--- config.mk ---
export PLATFORM = sky130hd
export DESIGN_NAME = aes_req_arbiter
export DESIGN_NICKNAME = d
export VERILOG_FILES = /design/src/rtl/aes_req_arbiter.sv
export SDC_FILE = /design/constraint.sdc
export NUM_CORES = 1
export LEC_CHECK = 0
export ABC_CLOCK_PERIOD_IN_PS = 2650
export CAP_MARGIN = 20
export CELL_PAD_IN_SITES_DETAIL_PLACEMENT = 2
export CELL_PAD_IN_SITES_GLOBAL_PLACEMENT = 2
export CORE_AREA = 2 2 302 304
export CTS_BUF_LIST = sky130_fd_sc_hd__clkbuf_16
export DETAILED_ROUTE_END_ITERATION = 8
export DIE_AREA = 0 0 304 306
export PLACE_DENSITY_LB_ADDON = 0.1
export SLEW_MARGIN = 10
export SYNTH_ARGS = -nofsm -noshare
export SYNTH_HDL_FRONTEND = slang
export SYNTH_SLANG_ARGS = --single-unit
export TNS_END_PERCENT = 50
--- constraint.sdc ---
create_clock -name clk -period 2.65 [get_ports clk]
set_input_delay 0.6625 -clock clk [delete_from_list [all_inputs] [get_ports clk]]
set_output_delay 0.6625 -clock clk [all_outputs]
set_load 0.03 [all_outputs]
--- src/rtl/aes_req_arbiter.sv ---
// aes_req_arbiter
//   Shares one 128-bit AES block-encrypt core among NREQ requesters. Requests are
//   arbitrated round-robin, one block per grant is launched through the core's
//   start/done handshake, and the result goes back to the granted requester. A
//   watchdog aborts a block the core never completes and returns an error response.
//
// Ports
//   clk        : clock, rising edge
//   g_rst_n    : asynchronous active-low reset (shared with the AES core)
//   req_valid  : per-requester block pending
//   req_data   : requester i block at [i*128 +: 128]
//   req_ready  : one-hot accept strobe (IDLE only)
//   rsp_valid  : one-hot result valid, held until rsp_ready of the granted requester
//   rsp_ready  : per-requester result consume
//   rsp_data   : shared result bus, qualified by rsp_valid
//   rsp_err    : 1 = watchdog timeout (rsp_data = 0)
//   aes_start  : one-cycle start pulse to the core
//   aes_din    : block to the core, stable from aes_start until done/abort
//   aes_done   : core completion pulse
//   aes_dout   : core result, valid with aes_done
//   busy       : high in every state except IDLE

module aes_req_arbiter #(
  parameter int unsigned NREQ        = 3,
  parameter int unsigned TIMEOUT_CYC = 64
) (
  input  logic                clk,
  input  logic                g_rst_n,
  input  logic [NREQ-1:0]     req_valid,
  input  logic [NREQ*128-1:0] req_data,
  output logic [NREQ-1:0]     req_ready,
  output logic [NREQ-1:0]     rsp_valid,
  input  logic [NREQ-1:0]     rsp_ready,
  output logic [127:0]        rsp_data,
  output logic                rsp_err,
  output logic                aes_start,
  output logic [127:0]        aes_din,
  input  logic                aes_done,
  input  logic [127:0]        aes_dout,
  output logic                busy
);

  localparam int unsigned IdxW   = (NREQ > 1) ? $clog2(NREQ) : 1;
  localparam int unsigned TimerW = $clog2(TIMEOUT_CYC);

  typedef enum logic [1:0] {StIdle, StStart, StWait, StResp} state_e;

  state_e              state_q, state_d;
  logic [IdxW-1:0]     rr_ptr_q, rr_ptr_d;
  logic [IdxW-1:0]     gnt_q, gnt_d;
  logic [127:0]        din_q, din_d;
  logic [TimerW-1:0]   timer_q, timer_d;
  logic [NREQ-1:0]     rsp_valid_q, rsp_valid_d;
  logic [127:0]        rsp_data_q, rsp_data_d;
  logic                rsp_err_q, rsp_err_d;

  logic                arb_found;
  logic [IdxW-1:0]     arb_idx;
  logic [IdxW:0]       arb_sum;

  // Round-robin pick: first pending index scanning rr_ptr, rr_ptr+1, ... mod NREQ.
  always_comb begin
    arb_found = 1'b0;
    arb_idx   = '0;
    arb_sum   = '0;
    for (int unsigned k = 0; k < NREQ; k++) begin
      arb_sum = {1'b0, rr_ptr_q} + (IdxW+1)'(k);
      if (arb_sum >= (IdxW+1)'(NREQ)) begin
        arb_sum = arb_sum - (IdxW+1)'(NREQ);
      end
      if (!arb_found && req_valid[arb_sum[IdxW-1:0]]) begin
        arb_found = 1'b1;
        arb_idx   = arb_sum[IdxW-1:0];
      end
    end
  end

  always_comb begin
    state_d     = state_q;
    rr_ptr_d    = rr_ptr_q;
    gnt_d       = gnt_q;
    din_d       = din_q;
    timer_d     = timer_q;
    rsp_valid_d = rsp_valid_q;
    rsp_data_d  = rsp_data_q;
    rsp_err_d   = rsp_err_q;
    req_ready   = '0;
    aes_start   = 1'b0;

    unique case (state_q)
      StIdle: begin
        if (arb_found) begin
          req_ready[arb_idx] = 1'b1;
          gnt_d              = arb_idx;
          din_d              = req_data[arb_idx*128 +: 128];
          state_d            = StStart;
        end
      end
      StStart: begin
        aes_start = 1'b1;
        timer_d   = '0;
        state_d   = StWait;
      end
      StWait: begin
        // A done on the final timeout cycle still counts as a completion.
        if (aes_done) begin
          rsp_data_d         = aes_dout;
          rsp_err_d          = 1'b0;
          rsp_valid_d        = '0;
          rsp_valid_d[gnt_q] = 1'b1;
          state_d            = StResp;
        end else if (timer_q == TimerW'(TIMEOUT_CYC - 1)) begin
          rsp_data_d         = '0;
          rsp_err_d          = 1'b1;
          rsp_valid_d        = '0;
          rsp_valid_d[gnt_q] = 1'b1;
          state_d            = StResp;
        end else begin
          timer_d = timer_q + 1'b1;
        end
      end
      StResp: begin
        if (rsp_ready[gnt_q]) begin
          rsp_valid_d = '0;
          rr_ptr_d    = (gnt_q == IdxW'(NREQ - 1)) ? '0 : gnt_q + 1'b1;
          state_d     = StIdle;
        end
      end
      default: state_d = StIdle;
    endcase
  end

  always_ff @(posedge clk or negedge g_rst_n) begin
    if (!g_rst_n) begin
      state_q     <= StIdle;
      rr_ptr_q    <= '0;
      gnt_q       <= '0;
      din_q       <= '0;
      timer_q     <= '0;
      rsp_valid_q <= '0;
      rsp_data_q  <= '0;
      rsp_err_q   <= 1'b0;
    end else begin
      state_q     <= state_d;
      rr_ptr_q    <= rr_ptr_d;
      gnt_q       <= gnt_d;
      din_q       <= din_d;
      timer_q     <= timer_d;
      rsp_valid_q <= rsp_valid_d;
      rsp_data_q  <= rsp_data_d;
      rsp_err_q   <= rsp_err_d;
    end
  end

  assign aes_din   = din_q;
  assign rsp_valid = rsp_valid_q;
  assign rsp_data  = rsp_data_q;
  assign rsp_err   = rsp_err_q;
  assign busy      = (state_q != StIdle);

endmodule
== Word level (Yosys, flattened, before mapping) ==
Cells that the tools add are included.
Word-level totals
  bits in registers: 272
  latch bits: 0
  bits in writable memories: 0
  ROM bits: 0
  input port bits: 521
  output and inout port bits: 265
  word-level logic and storage cells: 94
  memories: 0
Operators by class
  $add $sub $neg: 7
  multipliers: 0
  div/mod/pow operators: 0
  $lt $le $gt $ge: 10
  eq/ne operators: 10
  shift-type cells: 1
  mux-type cells: 41
  bitwise logic cells: 0
  reduce and logical (&&, ||, !) cells: 17
Operators by type and width (count)
  $shiftx A384 B10 Y128: 1
  $mux W128: 2
  $mux W2: 11
  $lt A2 B3 Y1 const B: 5
  $mux W3: 5
  $mux W1: 12
  $mux W6: 2
  $pmux W6 S2: 1
  $reduce_and A3 Y1: 3
  $bmux W1 S2: 4
  $ne A2 B2 Y1 const B: 4
  $pmux W2 S4: 1
  $reduce_bool A2 Y1: 4
  $add A6 B1 Y6 const B: 1
  $eq A2 B2 Y1 const B: 3
  $eq A6 B6 Y1 const B: 1
  $ge A3 B2 Y1 const B: 2
  $pmux W3 S2: 1
  $reduce_and A2 Y1: 3
  $sub A2 B2 Y2 const B: 3
  $demux W1 S2: 2
  $ge A2 B1 Y1 const B: 2
  $logic_and A1 B1 Y1: 4
  $add A2 B1 Y3 const B: 1
  7 further kinds: 8

== Logic depth before layout (Yosys ltp) ==
Gate-level depths: netlist of run 1.
  word-level depth: 17
  depth in mapped cells: 11
  gate-level depth less buffers: 8

== Worst setup path after synthesis of run 1 ==
No wires, ideal clock.
  kind: register to output
  start point: reg rr_ptr_q[1]
  end point: out req_ready[2]
  arrival time: 2.296 ns
  required time: 1.987 ns
  slack: -0.308 ns
  stages on the path, launching flop included: 10
  path buffers: 2
  path through: dfrtp_1 inv_1 ha_1 buf_6 mux2i_4 o22ai_2 or3_1 a22o_1 buf_6 nor2_1
On the way
  longest elaborated chain between the ends: 17
  elaborated cells on any way between the ends: 34
  those cells by class: add/sub (5); order compare (5); mux (19); reduce/logical (5)
RTL lines
  start: declaration: line 49  | logic [IdxW-1:0] rr_ptr_q, rr_ptr_d;
  start signal: assignment: line 145  | rr_ptr_q <= rr_ptr_d;
  branches (longest 15 deep; another with $add A2 B1 Y3)
  $mux W3 *: line 92  | if (arb_found) begin
  $mux W3 *: line 90  | unique case (state_q)
  end: declaration: line 31  | output logic [NREQ-1:0] req_ready,
Every way passes the cells marked *. The select of a mux whose other input is x is not followed.

== Worst setup path in the final report of run 1 ==
Ends and elaborated chain as after synthesis.

==> summary.txt, run 1 <==
Timing
  – Slew headroom: 43.9%
  – Worst hold slack: 54.4 ps
  – Hold Violations, Final: 0
  – Post-route minimum period: 3190 ps
  – Setup TNS: -9090 ps
  – Worst setup margin: -539 ps
  – Final period util: 120%
  – Slew of the pin with the lowest slew margin: roughly 840 ps
  – Layout Skew: 12.0 ps
  – Max Clk Rate: 314 MHz
  – Fin. max-slew vios: 0
  – Setup repair after global routing missed its margin: yes
  – Final setup viols: 125

Drt
  – Routed Antenna Nets: 0
  – Drt initial violations: 494
  – Post-Route WL: 83,900 um
  – Avg WL per Cell: roughly 26 um
  – 1st-pass router iterations: 6
  – Vias: 13,600
  – Vias per cell: around 4.2
  – Residual DRC count: 0

Hold path
  – Type of the tightest min-delay check: in2async

Yosys
  – Syn. warnings: 0
  – Yosys cell types: 46
  – Register area share after synthesis: 54.2%
  – Register bit total from synthesis: 272
  – Syn_area_per_cell: 11.0 um2
  – Net Count, Synth: 1,668
  – EDFF count, synth: 0
  – Synthesized cell area: 0.0126 mm2
  – Synth Flop Type: dfrtp_1
  – Post-Synthesis Cells: between 1,000 and 1,500
  – Asr flop ratio synth: between 90% and 100%

Setup path
  – CP most frequent cell: buf_6
  – Crit path DAT: approximately 2500 ps
  – Crit path buf inv count: 2
  – R2R Path Start: rr_ptr_q[1]$_DFFE_PN0P_
  – Critical path, cell by cell: buf_6 -> ha_4 -> nand3b_1 -> o21a_1 -> or3_4 -> a22o_4 -> nor2_4 -> buf_6
  – Worst setup EP type: output pin
  – CP Launch Type: register
  – Slowest stage cell, crit path: dfrtp_1
  – Worst path top cell family by delay: simple AND/OR/NAND/NOR gates
  – Critical Path Source: rr_ptr_q[1]$_DFFE_PN0P_
  – Crit path largest cell delay: 410 ps
  – WS Path Type: reg2out
  – CP Max Fanout: 7
  – WP data required: between 1500 and 2000 ps

Clock network
  – Worst-case clock buffer depth: 3
  – Cts-stage hold buffer count: 0
  – CTS tree: built
  – Clk root buf: clkbuf_16
  – Worst-path clk slew: 60 ps
  – H-tree levels: 2
  – TritonCTS Buffers: 40
  – Worst skew pair latency: about 560 ps
  – CTS sink cnt: 272

Floorplanning
  – Die ar.: 0.0930 mm2
  – Starting Density: 14.0%
  – Die width: 304 um
  – Num rows: 110
  – IO Pins: 786
  – Core ar.: 0.0896 mm2
  – Die Ht: 306 um

Finish
  – Layout cells sized above 1: 14.3%
  – Syn-to-layout area delta: 99.5%
  – Fin area: 0.0250 mm2
  – FILL cells: about 9,700
  – Fin nets: 2,517
  – Area taken by multi-input logic gates: 0.00569 mm2
  – Sequential cell area: 0.00681 mm2
  – Commonest non-fill, non-tap cell in the layout: clkdlybuf4s50_1
  – Most frequent cells in the layout: clkdlybuf4s50_1, dfrtp_1, o21ai_1, a22o_1, buf_4
  – Utilization after layout: 28.0%

Pwr
  – Pint: 0.0197 W
  – Net Switching: 0.0163 W
  – Pwr Density: roughly 1400 mW/mm2
  – Combinational share of power: 64.7%
  – Clk pwr share: 14.8%
  – Static Leak: 10.4 nW
  – Sequential Power Share: around a fifth
  – Worst vdd ir: 0.521 mV
  – Sw frac: 45.3%

Outcome
  – Outcome: finished with violations
  – Failing checks: negative setup slack

Job
  – Max-Cap Viols: 0

Placed design
  – DP Wirelength: 62,300 um
  – PortBufs: a little under 800
  – DP Area: 0.0226 mm2
  – Routability Congestion: 0.770

Global routing
  – Initial antenna violation count: 18
  – GRT Total Usage: 17.2%
  – Global-route wire length before repair: 118,000 um
  – Vias in the first global route: 15,400
  – Largest net degree at the start of global routing: 62
  – Grt total ovfl: 0
==> cells in the mapped netlist (2+ instances only) <==
library cell	n	area, um2
a21oi_1	2	10.0
buf_1	6	22.5
nor2_1	10	37.5
nand2_1	74	278
inv_1	8	30.0
buf_4	22	165
buf_2	7	35.0
mux2_2	6	67.6
nor3_1	3	15.0
a21o_1	5	37.5
o21ai_0	108	541
buf_6	6	67.6
nand3b_1	3	22.5
o21a_1	2	15.0
a32oi_1	63	552
o21ai_1	92	460
a22o_1	130	1140
a21boi_0	3	22.5
a31oi_1	2	12.5
a211oi_1	65	488
dfrtp_1	272	6810
nand2b_1	6	37.5
xnor2_1	3	26.3
clkbuf_1	76	285
o31ai_1	2	15.0
mux2i_1	66	661
and3_1	67	419
ha_1	9	113
nor3b_1	3	22.5
==> metal layers <==
layer	vias up	part of all wire (%)	GRT usage (%)
met5	-	0.20	0
met1	6849	40	19.7
li1	6049	-	-
met4	24	1.4	2.79
met3	93	8.7	6.79
met2	538	50	30.5
==> worst paths after layout <==
path	to	slack, ps	cells after the start
min in group clk	aes_din[120]$_DFFE_PN0P_	480	2
hold / removal	rsp_data[53]$_DFFE_PN0P_	50	1
max in group asynchronous	aes_din[67]$_DFFE_PN0P_	1710	2
setup reg to reg	aes_din[92]$_DFFE_PN0P_	-140	14
hold reg to reg	aes_din[120]$_DFFE_PN0P_	480	2
setup / recovery	req_ready[2]	-540	8
==> registers in the layout, summed over array words and instances (netlist names) <==
register   count
gnt_q          2
rsp_valid      3
rsp_err        1
rr_ptr_q       2
aes_din      128
state_q        2
rsp_data     128
timer_q        6
==> repair_timing <==
| item | in CTS | in global routing |
|---|---|---|
| setup endpoints to repair | 131 | 128 |
| buffers inserted | 14 | 7 |
| pin swaps | 28 | 90 |
| gates resized for setup | 82 | 89 |
| cloned | 4 | 13 |
==> through the flow <==
stage                     total power [W]  instances  setup slack [ps]
after floorplan                    0.0179       1138             -62.9
after global placement             0.0279       3086              -641
after detailed placement           0.0283       3086              -633
after CTS                          0.0352       3175              -594
after global routing               0.0384       3196              -658
final                              0.0360       3204              -539
==> power by group through the flow <==
| stage | combinational, W | clock, W | sequential (W) |
|---|---|---|---|
| final | 0.0233 | 0.00533 | 0.00738 |
| after global routing | 0.0250 | 0.00574 | 0.00767 |
| after CTS | 0.0223 | 0.00559 | 0.00740 |
| after detailed placement | 0.0209 | 0 | 0.00741 |
| after global placement | 0.0206 | 0 | 0.00733 |
| after floorplan | 0.00694 | 0 | 0.0109 |
==> cells by family after synthesis <==
kind of cell	after synthesis	share of synthesized area, %
flip-flops	272	54.2
AO/OA/AOI/OAI	483	26.9
buffers and inverters	125	4.82
multiplexers	73	5.98
XOR/XNOR	4	0.279
AND/OR/NAND/NOR	172	6.92
adder cells (fa/ha/maj)	9	0.897
==> cell type report <==
type	count	share of cell area, %
timing repair buffer	924	38.9
antenna	9	0.0899
tap	1176	5.88
sequential	272	27.2
multi-input combinational	741	22.7
clock inverter	34	1.08
inverter	8	0.120
clock buffer	40	4.00
(Power assumes the default switching activity.)
==> run 2, diff against run 1 <==
--- a/config.mk
+++ b/config.mk
@@ -7,13 +7,10 @@
 export LEC_CHECK = 0
 export ABC_CLOCK_PERIOD_IN_PS = 2650
 export CAP_MARGIN = 20
-export CELL_PAD_IN_SITES_DETAIL_PLACEMENT = 2
-export CELL_PAD_IN_SITES_GLOBAL_PLACEMENT = 2
-export CORE_AREA = 2 2 302 304
+export CORE_AREA = 2 2 303 305
 export CTS_BUF_LIST = sky130_fd_sc_hd__clkbuf_16
 export DETAILED_ROUTE_END_ITERATION = 8
-export DIE_AREA = 0 0 304 306
-export PLACE_DENSITY_LB_ADDON = 0.1
+export DIE_AREA = 0 0 305 307
 export SLEW_MARGIN = 10
 export SYNTH_ARGS = -nofsm -noshare
 export SYNTH_HDL_FRONTEND = slang
==> summary.txt, run 2 (synthesis results as in run 1) <==
Global routing
  – GRT Total Usage: 16.8% (-0.39 points)
  – Grt total ovfl: 0 (unchanged)
  – Largest net degree at the start of global routing: 67 (+8.1%)
  – Vias in the first global route: 13,900 (-9.7%)
  – Global-route wire length before repair: 112,000 um (-4.6%)
  – Initial antenna violation count: 40 (+22)

Clock network
  – Cts-stage hold buffer count: 0 (unchanged)
  – Worst-path clk slew: 60 ps (about the same)
  – Worst skew pair latency: 550 ps (about the same)
  – CTS tree: built
  – H-tree levels: 2 (unchanged)
  – CTS sink cnt: 272 (unchanged)
  – Clk root buf: clkbuf_16
  – Worst-case clock buffer depth: 3 (unchanged)
  – TritonCTS Buffers: 37 (-7.5%)

Finish
  – Commonest non-fill, non-tap cell in the layout: clkdlybuf4s50_1
  – Layout cells sized above 1: 16.2% (+1.9 points)
  – FILL cells: 9,528 (-1.3%)
  – Most frequent cells in the layout: clkdlybuf4s50_1, dfrtp_1, o21ai_1, a22o_1, buf_4
  – Fin nets: 2,547 (+1.2%)
  – Syn-to-layout area delta: 101%

Floorplanning
  – Core ar.: 0.0907 mm2 (+1.2%)
  – Die ar.: 0.0936 mm2 (+0.66%)
  – Num rows: 111 (+0.91%)
  – IO Pins: 786 (unchanged)
  – Die width: 305 um (+0.33%)
  – Die Ht: 307 um (+0.33%)
  – Starting Density: 13.8% (-0.17 points)

Placed design
  – Routability Congestion: 0.847 (+10%)
  – PortBufs: 785 (unchanged)
  – DP Wirelength: 65,000 um (+4.3%)

Timing
  – Final setup viols: 110 (-12%)
  – Final period util: 120% (-0.71 points)
  – Fin. max-slew vios: 0 (unchanged)
  – Setup repair after global routing missed its margin: yes
  – Layout Skew: 9.39 ps (-2.65 ps)
  – Post-route minimum period: 3170 ps (-18.7 ps)
  – Max Clk Rate: 315 MHz (+0.59%)
  – Worst setup margin: -520 ps (+18.7 ps)
  – Hold Violations, Final: 0 (unchanged)
  – Slew headroom: 50.3% (+6.4 points)
  – Setup TNS: -5240 ps (+3850 ps)
  – Slew of the pin with the lowest slew margin: 745 ps (-96.6 ps)

Setup path
  – WP data required: 1990 ps (about the same)
  – WS Path Type: reg2out
  – Slowest stage cell, crit path: dfrtp_1
  – Critical path, cell by cell: inv_2 -> ha_4 -> mux2i_4 -> o22ai_2 -> or3_4 -> a22o_4 -> nor2_4 -> buf_6
  – CP Launch Type: register
  – Worst setup EP type: output pin
  – CP Max Fanout: 3 (-4)
  – Crit path DAT: 2510 ps (-20 ps)
  – Crit path largest cell delay: 400 ps (about the same)
  – Worst R2R Setup Slack: -110 ps (+30 ps)

Hold path
  – Type of the tightest min-delay check: in2async

Pwr
  – Worst vdd ir: 0.683 mV (+31%)
  – Static Leak: 10.5 nW (+0.77%)
  – Pwr Density: 1410 mW/mm2 (-1.7%)
  – Tot Pwr: 0.0357 W (-0.92%)

Outcome
  – Failing checks: negative setup slack
  – Outcome: finished with violations

Drt
  – Drt initial violations: 765 (+55%)
  – Routed Antenna Nets: 0 (unchanged)
  – Residual DRC count: 0 (unchanged)
  – 1st-pass router iterations: 5 (-1)
  – Vias per cell: 4.22 (-0.26%)
  – Avg WL per Cell: 25.8 um (-1.4%)
  – Vias: 13,700 (+0.86%)
  – Post-Route WL: 83,700 um (-0.27%)

Job
  – Max-Cap Viols: 0 (unchanged)
run 2: repair_timing:
item                                    in CTS  in global routing
setup buffers                                6                 17
pin swaps                                   14                 79
gates cloned                                 4                  8
resized for setup                           66                145
endpoints found under the setup margin     129                129
run 2: path summary, 6_finish.rpt:
check | cells past startpoint | startpoint | to
hold / removal | 1 | g_rst_n | rsp_data[106]$_DFFE_PN0P_
setup reg to reg | 12 | rr_ptr_q[1]$_DFFE_PN0P_ | aes_din[108]$_DFFE_PN0P_
min in group clk | 2 | aes_din[101]$_DFFE_PN0P_ | aes_din[101]$_DFFE_PN0P_
setup / recovery | 8 | rr_ptr_q[1]$_DFFE_PN0P_ | req_ready[2]
hold reg to reg | 2 | aes_din[101]$_DFFE_PN0P_ | aes_din[101]$_DFFE_PN0P_
max in group asynchronous | 2 | g_rst_n | aes_din[73]$_DFFE_PN0P_
run 2: final cells by class:
cell class,instances,area (um2),area share [%]
inverter,8,30.0,0.119
sequential,272,6810,27.0
antenna,15,37.5,0.149
multi-input combinational,741,5740,22.7
clock inverter,23,151,0.600
clock buffer,38,951,3.77
timing repair buffer,957,10000,39.8
tap,1186,1480,5.88
run 2: worst max-delay path, delay by kind of cell (launching register included):
family	cells	cell delay [ps]
flops	1	400
fa+ha+maj	1	180
compound gates	2	370
buf+inv	2	250
simple gates	2	520
mux	1	240
run 2: routing by layer:
layer / wire (um) / global-route usage, % / share of wire (%) / vias to the layer above
li1: - / - / - / 6111
met1: 31700 / 18.9 / 38 / 6712
met2: 42100 / 30.0 / 50 / 700
met3: 7320 / 6.02 / 8.7 / 130
met4: 2420 / 4.05 / 2.9 / 16
met5: 98 / 0 / 0.12 / -
run 2: report_power, final:
group          switching [W]  total, W  internal (W)  leakage (nW)
combinational         0.0129    0.0235        0.0106          6.54
clock                0.00203   0.00472       0.00269         0.573
sequential           0.00124   0.00742       0.00618          3.39
run 2: metrics by stage:
stage	std cells	util (%)	cell area [um2]	setup WS, ps	hold WS [ps]
2_1_floorplan	1138	-	12600	-62.9	367
3_3_place_gp	3132	25.2	22900	-731	465
3_5_place_dp	3132	25.2	22900	-760	471
4_1_cts	3203	26.8	24300	-543	90.6
6_report	3240	27.8	25200	-520	93.7
5_1_grt	3235	27.8	25200	-623	97.9
==> run 3, diff against run 2 <==
--- a/config.mk
+++ b/config.mk
@@ -11,6 +11,7 @@
 export CTS_BUF_LIST = sky130_fd_sc_hd__clkbuf_16
 export DETAILED_ROUTE_END_ITERATION = 8
 export DIE_AREA = 0 0 305 307
+export PLACE_DENSITY_LB_ADDON = 0.25
 export SLEW_MARGIN = 10
 export SYNTH_ARGS = -nofsm -noshare
 export SYNTH_HDL_FRONTEND = slang
==> summary.txt, run 3 (synthesis results as in run 1) <==
Drt
  – Vias: 13,300 (-2.6%)
  – Post-Route WL: 70,900 um (-15%)
  – Vias per cell: 4.18 (-1.0%)
  – Routed Antenna Nets: 0 (unchanged)
  – Drt initial violations: 752 (-1.7%)
  – Residual DRC count: 0 (unchanged)
  – Avg WL per Cell: 22.2 um (-14%)
  – 1st-pass router iterations: 8 (+3)

Timing
  – Final period util: 118% (-1.5 points)
  – Worst setup margin: -480 ps (+40.4 ps)
  – Final setup viols: 19 (-83%)
  – Worst hold slack: 110 ps (+16.4 ps)
  – Post-route minimum period: 3130 ps (-40.4 ps)
  – Slew of the pin with the lowest slew margin: 843 ps (+97.6 ps)
  – Slew headroom: 43.8% (-6.5 points)
  – Setup repair after global routing missed its margin: yes
  – Hold Violations, Final: 0 (unchanged)
  – Fin. max-slew vios: 0 (unchanged)
  – Layout Skew: 15.2 ps (+5.82 ps)
  – Max Clk Rate: 319 MHz (+1.3%)

Outcome
  – Outcome: finished with violations
  – Failing checks: negative setup slack

Setup path
  – Stages on worst setup path: 8 (unchanged)
  – Crit path DAT: 2470 ps (-40 ps)
  – Crit path buf inv count: 2 (unchanged)
  – CP Launch Type: register
  – Slowest stage cell, crit path: dfrtp_1
  – Worst R2R Setup Slack: -60 ps (+50 ps)
  – Worst setup EP type: output pin
  – Crit path largest cell delay: 420 ps (+20 ps)
  – WS Path Type: reg2out
  – Critical Path Source: rr_ptr_q[1]$_DFFE_PN0P_
  – FF-to-FF End: aes_din[83]$_DFFE_PN0P_
  – Crit path to: req_ready[2]
  – Worst path top cell family by delay: simple AND/OR/NAND/NOR gates
  – R2R Path Start: rr_ptr_q[1]$_DFFE_PN0P_
  – Worst Reg2Reg Path Length in Cells: 14 (+2)
  – CP Max Fanout: 3 (unchanged)
  – Critical path, cell by cell: inv_2 -> ha_4 -> mux2i_4 -> o22ai_2 -> or3_4 -> a22o_4 -> nor2_4 -> buf_6
  – WP data required: 1990 ps (about the same)

Floorplanning
  – Core ar.: 0.0907 mm2 (unchanged)
  – Die ar.: 0.0936 mm2 (unchanged)
  – Num rows: 111 (unchanged)
  – Die Ht: 307 um (unchanged)
  – Die width: 305 um (unchanged)
  – Starting Density: 13.8% (unchanged)
  – IO Pins: 786 (unchanged)

Placed design
  – PortBufs: 785 (unchanged)
  – Inst Count DP: 3,105 (-0.86%)
  – Routability Congestion: 0.871 (+2.8%)
  – DP Wirelength: 54,000 um (-17%)

Finish
  – Most frequent cells in the layout: clkdlybuf4s50_1, dfrtp_1, a22o_1, o21ai_1, o21ai_0
  – Final Non-Filler Cells: 3,187 (-1.6%)
  – Area taken by multi-input logic gates: 0.00559 mm2 (-2.6%)
  – Layout cells sized above 1: 13.5% (-2.8 points)
  – Sequential cell area: 0.00681 mm2 (about the same)
  – Commonest non-fill, non-tap cell in the layout: clkdlybuf4s50_1
  – FILL cells: 9,521 (-0.073%)
  – Syn-to-layout area delta: 93.1%
  – Fin nets: 2,502 (-1.8%)

Global routing
  – Vias in the first global route: 14,200 (+2.0%)
  – Grt total ovfl: 0 (unchanged)
  – Global-route wire length before repair: 99,400 um (-11%)
  – Largest net degree at the start of global routing: 92 (+37%)
  – GRT Total Usage: 14.2% (-2.6 points)
  – Initial antenna violation count: 11 (-73%)

Job
  – Max-Cap Viols: 0 (unchanged)

Clock network
  – Cts-stage hold buffer count: 0 (unchanged)
  – TritonCTS Buffers: 37 (unchanged)
  – Worst-path clk slew: 50 ps (about the same)
  – Worst skew pair latency: 540 ps (about the same)
  – CTS sink cnt: 272 (unchanged)
  – Clk root buf: clkbuf_16
  – Worst-case clock buffer depth: 3 (unchanged)
  – H-tree levels: 2 (unchanged)
  – CTS tree: built

Pwr
  – Static Leak: 10.1 nW (-3.9%)
  – Worst vdd ir: 0.740 mV (+8.3%)
  – Pwr Density: 1360 mW/mm2 (-3.6%)

Hold path
  – Type of the tightest min-delay check: in2async
run 3: cell types whose count changed in the layout (fill, tap and decap cells not counted), sizes merged, moves of 3 or more:
cell      delta
buf         -39
diode       -10
clkbuf       -7
clkinv       -3
clkinvlp     +3
inv          +3
run 3: layout make-up:
class                   instances  area share, %
repair buffers                912           38.2
well taps                    1186           6.12
multi-input cells             741           23.0
diodes                          5         0.0516
flip-flops and latches        272           28.1
clock buffers                  37           3.82
inverters                       8          0.124
clock inverters                26          0.609
run 3: how the worst min path moves through the flow:
stage,start,to,slack (ps),depth (start not counted)
after floorplan,g_rst_n,aes_din[0]$_DFFE_PN0P_,370,0
after global placement,aes_din[6]$_DFFE_PN0P_,aes_din[6]$_DFFE_PN0P_,470,2
after detailed placement,aes_din[6]$_DFFE_PN0P_,aes_din[6]$_DFFE_PN0P_,470,2
after CTS,g_rst_n,rsp_data[111]$_DFFE_PN0P_,90,1
after global routing,g_rst_n,rsp_data[39]$_DFFE_PN0P_,120,1
final,g_rst_n,rsp_data[38]$_DFFE_PN0P_,110,1
run 3: repair_timing:
action / CTS / global route
buffers inserted: 4 / 7
gates cloned: 1 / 3
pin swaps: 5 / 30
hold endpoints to repair: 0 / 0
setup endpoints to repair: 123 / 120
gates resized for setup: 22 / 89
run 3: per-layer routing:
layer | global-route usage [%] | vias to the layer above | routed length (um)
met5 | 0 | - | 13
met4 | 5.68 | 2 | 2540
met3 | 4.29 | 105 | 5690
met2 | 24.7 | 663 | 35200
met1 | 16.3 | 6525 | 27500
li1 | - | 6016 | -
run 3: where the power goes:
group	total, W	internal [W]	switching, W
clock	0.00460	0.00262	0.00198
sequential	0.00746	0.00617	0.00129
combinational	0.0210	0.00919	0.0118
total	0.0330	0.0180	0.0151
run 3: through the flow:
stage	setup slack, ps	total power [W]	TNS (ps)	area [um2]	utilization [%]
2_1_floorplan	-62.9	0.0179	-186	12600	-
4_1_cts	-525	0.0325	-1470	23800	26.2
3_3_place_gp	-516	0.0272	-48720	22600	24.9
5_1_grt	-600	0.0350	-12220	24200	26.7
3_5_place_dp	-560	0.0273	-52980	22600	24.9
6_report	-480	0.0330	-1730	24200	26.7
==> RTL change, RTL diff (flow settings as in run 3) <==
Take the reset off `din_q` and load it in a clocked block of its own.
--- a/src/rtl/aes_req_arbiter.sv
+++ b/src/rtl/aes_req_arbiter.sv
@@ -137,3 +137,2 @@
       gnt_q       <= '0;
-      din_q       <= '0;
       timer_q     <= '0;
@@ -146,3 +145,2 @@
       gnt_q       <= gnt_d;
-      din_q       <= din_d;
       timer_q     <= timer_d;
@@ -152,2 +150,6 @@
     end
+  end
+
+  always_ff @(posedge clk) begin
+    din_q <= din_d;
   end
Behaviour: not the same (a bounded check fails within 4 cycles, from zero or initial values and one cycle with g_rst_n low).
==> RTL change against run 3 <==
- the run still ends with negative setup slack left
- utilization up 2.2 points
- clock skew down 0.0013 ns
- cell area up 8.4%
- area after synthesis up 10%
- sequential cell count unchanged
- non-clock buffer count up 25
- routed wire length down 12%
- total power up 13%
- hold slack worse by 0.033 ns
- combinational power up 15%
- global-route usage down 2.2 points
- setup slack better by 0.038 ns
- via count down 10%
==> RTL change: results (changes against run 3) <==
- The run finished, with violations left.
- The final reports fail on negative setup slack.
- The final sum of negative setup slack is -12.37 ns (-10.64 ns).
- The number of library cell types mapped by synthesis came to 48 (+4.3%).
- The number of buffers on the longest clock path is 3 (unchanged).
- The per-cell routed wire length is 20.4 microns (-8.5%).
- The pin slew with the least headroom to its limit came to 0.517 ns (-0.326 ns).
- The worst clock skew on the final layout is 0.0139 ns (-0.00132 ns).
- The final worst slack came to -0.442 ns (+0.0380 ns).
- The total routing resource utilization after global routing was 12.0% (-2.2 points).
- The net count of the finished layout is 2,397 (-4.2%).
- The fraction of registers with async set/reset is 52.9% (-47 points).
- The worst ir drop on vdd is 0.000678 V (-8.4%).
- The number of antenna repair diodes is 0 (-5).
- The via count of the first global-routing pass is 12,847 (-9.6%).
- The met2 track utilization from global routing is 22.0% (-2.7 points).
- The clock-pin slew reported for the worst setup and hold paths after clock tree synthesis is about 0.06 ns.
- Ranked by total cell area, the synthesized netlist is headed by sky130_fd_sc_hd__mux2i_1, sky130_fd_sc_hd__edfxtp_1, sky130_fd_sc_hd__dfrtp_1.
- The commonest cells after synthesis are sky130_fd_sc_hd__mux2i_1, sky130_fd_sc_hd__dfrtp_1, sky130_fd_sc_hd__a22o_1.
- The worst hold path belongs to the class in -> async.
- The critical path data arrival time is 2.43 ns (-0.04 ns).
- The net count after synthesis is 1,495 (-10%).
- The yosys synthesis warning count is 0 (unchanged).
- The top flip-flop cell by instance count after synthesis is sky130_fd_sc_hd__dfrtp_1.
- The clock latency on the worst-skew pair is 0.54 ns (about the same).
- The count of flip-flops with a built-in enable after synthesis is 128 (+128).
- The library cell used as clock root buffer is sky130_fd_sc_hd__clkbuf_16.
- The met1 capacity usage during global routing is 13.1% (-3.2 points).
- The count of input and output buffers came to 785 (unchanged).
- The DRC marker count from the first detailed-route iteration came to 391 (-48%).
- The first-pass GRT wire length came to 85,400 microns (-14%).
- The sequential cell area fraction in the yosys report is 53.8% (-0.38 points).
- The top fanout value on the critical path was 4 (+1).
- The met3 track demand over resource in global routing is 4.07% (-0.21 points).
- The number of antenna violations at the first check in global routing is 3 (-8).
- The number of iterations in the first detailed-routing pass is 4 (-4).
- The static leakage is 10.2 nW (+0.82%).
- The fraction of layout cells with a size suffix above 1 is 13.7% (+0.26 points).
- The setup violation total in the final timing report is 132 (+113).
- The via count was 11,931 (-10%).
- The largest net degree at the start of global routing was 71 (-23%).
- The weighted congestion at the end of routability-driven global placement is 0.807 (-7.3%).
- The post-detailed-placement half-perimeter wirelength came to 46,400 microns (-14%).
- The total clock buffers created by CTS came to 36 (-2.7%).
- The H-tree depth is 2 (unchanged).
## RTL change: kinds of logic after synthesis
family / after synthesis / share of synthesized area (%)
compound gates: 160 / 9.71
mux: 397 / 28.8
fa+ha+maj: 9 / 0.814
buf+inv: 82 / 4.83
simple gates: 41 / 1.78
flops: 272 / 53.8
xor+xnor: 4 / 0.253
## RTL change: worst max-delay path: stages
cell and delay (ns):
sky130_fd_sc_hd__clkdlybuf4s50_1 0.52, sky130_fd_sc_hd__nor2b_1 0.19, sky130_fd_sc_hd__or3b_4 0.42, sky130_fd_sc_hd__o211a_1 0.15
sky130_fd_sc_hd__o21ai_2 0.16, sky130_fd_sc_hd__a211oi_2 0.06, sky130_fd_sc_hd__buf_4 0.15, sky130_fd_sc_hd__buf_12 0.13
## RTL change: layout make-up
cell class                      count  area (sq um)
Clock buffer                       38           951
Timing Repair Buffer              937         10200
Sequential cell                   272          7450
Multi-Input combinational cell    611          6000
Inverter                            9          37.5
Clock inverter                     26           180
Tap cell                         1186          1480
Fill cell                        9233         64400
## RTL change: timing repair
action	in CTS	in global routing
gates resized for setup	34	94
endpoints found under the setup margin	15	257
pin swaps	9	9
setup buffers	17	19
cloned	1	25
## RTL change: final timing paths
check	from	end	slack, ns	depth (start not counted)
worst max-delay path	req_valid[1]	req_ready[1]	-0.44	8
worst max register to register	rr_ptr_q[1]$_DFFE_PN0P_	aes_din[114]$_DFFE_PP_	-0.12	12
max in group asynchronous	g_rst_n	rsp_data[55]$_DFFE_PN0P_	1.87	2
worst min register to register	rsp_data[80]$_DFFE_PN0P_	rsp_data[80]$_DFFE_PN0P_	0.50	1
min in group clk	rsp_data[80]$_DFFE_PN0P_	rsp_data[80]$_DFFE_PN0P_	0.50	1
worst min-delay path	g_rst_n	rsp_data[24]$_DFFE_PN0P_	0.08	1
## RTL change: stage by stage
stage / setup slack [ns] / area [sq um] / power [mW] / instances
after floorplan: -1.37 / 13900 / 20.6 / 965
after global placement: -0.590 / 23700 / 28.8 / 2957
after detailed placement: -0.635 / 23700 / 28.9 / 2957
after CTS: -0.480 / 25200 / 35.0 / 3038
after global routing: -0.562 / 26300 / 39.1 / 3079
final: -0.442 / 26300 / 37.2 / 3079
## RTL change: where the power goes
part	switching, mW	total (mW)	internal, mW
Clock	2.05	4.84	2.79
Combinational	11.9	24.2	12.3
Sequential	0.961	8.18	7.22
Total	14.9	37.2	22.3
## RTL change: layer usage
layer | part of all wire [%] | routed length (microns)
met1 | 39 | 24300
met2 | 51 | 31900
met3 | 7.8 | 4870
met4 | 2.6 | 1610
met5 | 0.021 | 13
